[config.mk]
export PLATFORM = sky130hd
export DESIGN_NAME = pe_feeder
export DESIGN_NICKNAME = d
export VERILOG_FILES = /design/src/rtl/pe_feeder.sv
export SDC_FILE = /design/constraint.sdc
export NUM_CORES = 2
export LEC_CHECK = 0
export ABC_AREA = 1
export CAP_MARGIN = 10
export CORE_MARGIN = 4
export CORE_UTILIZATION = 64
export DETAILED_ROUTE_END_ITERATION = 10
export GPL_TIMING_DRIVEN = 0
export PLACE_DENSITY_LB_ADDON = 0.08
export SLEW_MARGIN = 25
export SYNTH_ARGS = -nofsm -noshare
export SYNTH_HDL_FRONTEND = slang
export SYNTH_SLANG_ARGS = --single-unit
export TNS_END_PERCENT = 10
[constraint.sdc]
create_clock -name clk -period 19.7 [get_ports clk]
set_clock_uncertainty 0.15 [all_clocks]
set_input_delay 1.97 -clock clk [delete_from_list [all_inputs] [get_ports clk]]
set_output_delay 1.97 -clock clk [all_outputs]
set_load 0.01 [all_outputs]
[src/rtl/pe_feeder.sv]
// Sequences one job into a 9-cell PE: latch descriptor, buffer all chunks, then burst them out gap-free.
// Latency: last chunk accepted at edge L -> pe_en high L+1..L+S+1 (if credit); result visible 1 cycle after PE strobe.
// Backpressure: cfg/dat valid-ready; a burst only starts when the 2-entry result FIFO can absorb its result.
module pe_feeder #(
  parameter int CELL_BIT = 8,
  parameter int N_CELL   = 9,
  parameter int BIAS_W   = 16,
  parameter int OUT_W    = 8
) (
  input  logic                         clk,
  input  logic                         reset,
  input  logic                         cfg_valid,
  output logic                         cfg_ready,
  input  logic [2:0]                   cfg_step,
  input  logic [2:0]                   cfg_bound,
  input  logic [BIAS_W-1:0]            cfg_bias,
  input  logic                         dat_valid,
  output logic                         dat_ready,
  input  logic [CELL_BIT*N_CELL-1:0]   dat_in,
  input  logic [CELL_BIT*N_CELL-1:0]   dat_w,
  output logic [CELL_BIT*N_CELL-1:0]   pe_in,
  output logic [CELL_BIT*N_CELL-1:0]   pe_weight,
  output logic [BIAS_W-1:0]            pe_bias,
  output logic [2:0]                   pe_bound_level,
  output logic [2:0]                   pe_step,
  output logic                         pe_en,
  input  logic [OUT_W-1:0]             pe_out,
  input  logic                         pe_out_en,
  output logic                         res_valid,
  output logic [OUT_W-1:0]             res_data,
  input  logic                         res_ready,
  output logic                         busy,
  output logic                         err
);

  localparam int CW = CELL_BIT * N_CELL;

  typedef enum logic [1:0] {IDLE, LOAD, WAIT, BURST} state_t;

  state_t            state;
  logic [2:0]        step_q;
  logic [2:0]        bound_q;
  logic [BIAS_W-1:0] bias_q;
  logic [2:0]        k;
  logic [2:0]        j;
  logic [2*CW-1:0]   buffer [8];

  logic [1:0]        inflight;
  logic [1:0]        fifo_count;
  logic [OUT_W-1:0]  fifo_mem [2];
  logic              rd_ptr;
  logic              wr_ptr;

  logic              dat_fire;
  logic              last_chunk;
  logic              credit;
  logic              start_burst;
  logic [2*CW-1:0]   first_chunk;
  logic              ret;
  logic              push;
  logic              pop;
  logic              strobe_err;

  // Handshake decode, credit check and burst-start decision.
  always_comb begin
    dat_fire    = (state == LOAD) && dat_valid;
    last_chunk  = dat_fire && (k == step_q);
    credit      = ({1'b0, fifo_count} + {1'b0, inflight}) < 3'd2;
    start_burst = credit && (last_chunk || (state == WAIT));
    // A single-chunk job leaves LOAD on the same edge its only chunk is written, so bypass the buffer.
    first_chunk = ((state == LOAD) && (step_q == 3'd0)) ? {dat_in, dat_w} : buffer[0];
    ret         = pe_out_en && (inflight != 2'd0);
    push        = ret && (fifo_count != 2'd2);
    pop         = res_valid && res_ready;
    strobe_err  = pe_out_en && ((inflight == 2'd0) || (fifo_count == 2'd2));
  end

  assign cfg_ready = (state == IDLE);
  assign dat_ready = (state == LOAD);
  assign res_valid = (fifo_count != 2'd0);
  assign res_data  = fifo_mem[rd_ptr];
  assign busy      = (state != IDLE) || (inflight != 2'd0);

  // Chunk buffer: written in arrival order, index k.
  always_ff @(posedge clk) begin
    if (dat_fire) begin
      buffer[k] <= {dat_in, dat_w};
    end
  end

  // Job FSM and registered PE drive; PE-side fields only change while a burst is issued.
  always_ff @(posedge clk) begin
    if (!reset) begin
      state          <= IDLE;
      step_q         <= 3'd0;
      bound_q        <= 3'd0;
      bias_q         <= '0;
      k              <= 3'd0;
      j              <= 3'd0;
      pe_en          <= 1'b0;
      pe_in          <= '0;
      pe_weight      <= '0;
      pe_bias        <= '0;
      pe_step        <= 3'd0;
      pe_bound_level <= 3'd0;
    end else begin
      pe_en <= 1'b0;
      case (state)
        IDLE: begin
          if (cfg_valid) begin
            step_q  <= cfg_step;
            bound_q <= cfg_bound;
            bias_q  <= cfg_bias;
            k       <= 3'd0;
            state   <= LOAD;
          end
        end
        LOAD: begin
          if (dat_valid) begin
            k <= k + 3'd1;
            if (k == step_q) begin
              state <= credit ? BURST : WAIT;
            end
          end
        end
        WAIT: begin
          if (credit) begin
            state <= BURST;
          end
        end
        BURST: begin
          // j is the chunk currently presented to the PE.
          if (j == step_q) begin
            state <= IDLE;
          end else begin
            j                  <= j + 3'd1;
            pe_en              <= 1'b1;
            {pe_in, pe_weight} <= buffer[j + 3'd1];
          end
        end
      endcase
      if (start_burst) begin
        pe_en              <= 1'b1;
        {pe_in, pe_weight} <= first_chunk;
        pe_bias            <= bias_q;
        pe_step            <= step_q;
        pe_bound_level     <= bound_q;
        j                  <= 3'd0;
      end
    end
  end

  // Inflight job count, result FIFO and sticky protocol error.
  always_ff @(posedge clk) begin
    if (!reset) begin
      inflight    <= 2'd0;
      fifo_count  <= 2'd0;
      rd_ptr      <= 1'b0;
      wr_ptr      <= 1'b0;
      fifo_mem[0] <= '0;
      fifo_mem[1] <= '0;
      err         <= 1'b0;
    end else begin
      inflight <= inflight + {1'b0, start_burst} - {1'b0, ret};
      if (push) begin
        fifo_mem[wr_ptr] <= pe_out;
        wr_ptr           <= ~wr_ptr;
      end
      if (pop) begin
        rd_ptr <= ~rd_ptr;
      end
      case ({push, pop})
        2'b10:   fifo_count <= fifo_count + 2'd1;
        2'b01:   fifo_count <= fifo_count - 2'd1;
        default: fifo_count <= fifo_count;
      endcase
      if (strobe_err) begin
        err <= 1'b1;
      end
    end
  end

endmodule

==> metrics.md <==
| Metric | Value |
|---|---|
| Pin count of the biggest net entering global routing | `27` |
| WHS Path Cells | `2` |
| Crit path launch type | `flop` |
| Area leader, netlist | `edfxtp_1` |
| Mapped Area | `56300 µm²` |
| Die W | `305 µm` |
| Starting DRT DRC Count | `5334` |
| Power Density | `114 nW/µm²` |
| Detailed placement HPWL | `110000 µm` |
| Max frequency | `0.219 GHz` |
| Initial antenna violation count | `15` |
| RSZ-0062 raised after global routing | `false` |
| Pre-Repair DR Iteration Count | `6` |
| Share of the synthesized area in the top cell type | `62.3%` |
| Setup tns final | `0 ps` |
| Seq/Total Area, Yosys | `69.6%` |
| Final Hold Fails | `0` |
| Wire length per cell | `22.8 µm` |
| Post-synth top cells | `nand2_1 (1623), edfxtp_1 (1168), nand3_1 (870), nor2_1 (405), o21ai_0 (337)` |
| Status | `complete, no violations` |
| Top_reg_cell synth | `edfxtp_1` |
| Via density | `6.01` |
| Final setup viols | `0` |
| Relative slew slack | `35.3%` |
| Area of the multi-input gates | `14900 µm²` |
| Post-route DRC | `0` |
| Sequential standard cell area | `39200 µm²` |
| #FFs+latches synth | `1373` |
| Nets | `6084` |
| Worst slew pin tran | `971 ps` |
| Post-Synthesis Cells | `5336` |
| Hold crit path type | `flop to flop` |
| Layout cells sized above 1 | `7.76%` |
| Setup Crit Path Kind | `flop to output port` |
| First-pass GRT wire length | `244000 µm` |
| R2R Setup Slk | `16420 ps` |
| Final Power | `0.00766 W` |
| H-tree levels | `4` |
| Final period utilization | `23.2%` |
| Most frequent cell after synthesis | `nand2_1` |
| GRT Util Overall | `34.6%` |
| WP data required | `17580 ps` |
| Synth warn | `0` |
| Worst setup startpoint | `state[0]` |
| Routed WL | `164000 µm` |
| Worst-case reg-to-reg path depth | `8` |
| CTS Buf Count | `139` |
| Synth Area per Inst | `10.5 µm²` |
| Final GP Congestion | `0.898` |
| Worst vdd ir | `0.0950 mV` |
| Initial Utilization | `64.7%` |
| Lkg Pwr | `25.5 nW` |
| Worst Path Max Fanout | `6` |
| Ys async rst share | `0%` |
| Net count after synthesis | `5525` |
| Vias in the first global route | `41500` |
| Filler instances | `5598` |
| Routed Antenna Nets | `0` |
| CTS Root Cell | `clkbuf_16` |
| Cts repair resizes | `0` |
| Core Area | `87000 µm²` |
| CTS clk-pin slew, worst paths | `60 ps` |
| Hold path start | `bias_q[3]` |
| Minimum clock period | `4570 ps` |
| Overflow after GRT | `0` |
| Die ar. | `92700 µm²` |
| Hold WS | `324 ps` |
| Arrival @ worst endpoint | `2450 ps` |
| CP Capture Type | `output port` |
| Synth cell types | `30` |
| RR Startpoint | `state[1]` |
| Largest cells by area after synthesis | `edfxtp_1 (62%), nand2_1 (11%), nand3_1 (7.7%)` |
| Slew Viols, Final | `0` |
| EDFF count, synth | `1168` |
| Area delta synth->final | `19.8%` |
| Chip Height | `305 µm` |
| CTS Buffer Depth | `3` |
| IO Port Bufs | `358` |
| MaxCap Viol Count | `0` |
| Cts hold-fix bufs | `0` |
| Via count | `43100` |
| Clock Sinks | `1373` |
| Num rows | `108` |
| Skew-Pair Late Insertion Delay | `750 ps` |
| TritonCTS clock tree | `built` |
| Fin util | `77.4%` |
| Post-CTS Setup Repair Bufs | `0` |
| I/O pins | `360` |
## cell type report
cell class | instances | area share (%)
flip-flops and latches | 1373 | 58.1
multi-input cells | 3435 | 22.1
repair buffers | 418 | 7.47
clock buffers | 187 | 5.77
plain buffers | 345 | 2.34
well taps | 1155 | 2.14
inverters | 183 | 1.02
clock inverters | 68 | 0.980
diodes | 9 | 0.0334
## final timing paths
| kind | end |
|---|---|
| worst max-delay path | busy |
| worst min-delay path | pe_bias[3] |
| worst max register to register | pe_in[67] |
| worst min register to register | pe_bias[3] |
## metal layers
metal	wire (µm)	global-route usage, %	up-vias	share of wire (%)
met4	8180	17.0	6	5.0
met3	20000	8.65	450	12
li1	-	-	19400	-
met5	34	0	-	0.021
met2	75400	54.2	2750	46
met1	60000	45.7	20500	37
## logic make-up (layout without fill, tap and decap cells)
family / after synthesis / after routing / share of synthesized area (%)
compound gates: 506 / 506 / 4.51
xor+xnor: 6 / 6 / 0.107
fa+ha+maj: 9 / 9 / 0.213
buf+inv: 528 / 1201 / 4.02
flops: 1373 / 1373 / 69.6
mux: 8 / 8 / 0.160
other cells: 0 / 9 / 0
simple gates: 2906 / 2906 / 21.4
## state kept, by name, indices dropped and copies added (netlist names), 16 cells and up, named ones only
register	count
bias_q	16
pe_in	72
buffer	1152
pe_weight	72
pe_bias	16
fifo_mem	16
## cells in the final DEF, fill, tap and decap left out, types with 12 or more instances in the layout
master and n:
nand3_1 870, bufinv_16 12, o21ai_0 337, a21oi_1 160
nor2_1 397, edfxtp_1 1168, nand2_1 1623, clkdlybuf4s50_1 358
clkbuf_1 188, clkbuf_16 147, buf_2 160, buf_16 35
dfxtp_1 205, buf_4 17, buf_12 22, clkinv_2 19
clkinv_1 23, inv_1 175
## critical path, stage by stage, from the launching register on
cell	delay, ps
dfxtp_1	420
inv_1	90
ha_1	370
nand2_1	260
clkdlybuf4s50_1	580
## through the flow
stage	cell area (µm²)	std cells	worst slack (ps)
final	67400	7173	15130
after global routing	67400	7169	14960
after CTS	67400	7164	15100
after detailed placement	62800	6909	14790
after global placement	61300	6849	5240
after floorplan	56300	5336	10720
## power by group
part	internal, W	leakage [nW]	switching, W	total (W)
Sequential	0.00334	12.2	0.000117	0.00345
Clock	0.00155	2.21	0.00110	0.00264
Combinational	0.000554	11.1	0.00101	0.00157
No activity file was read; power rests on OpenSTA's default activity.
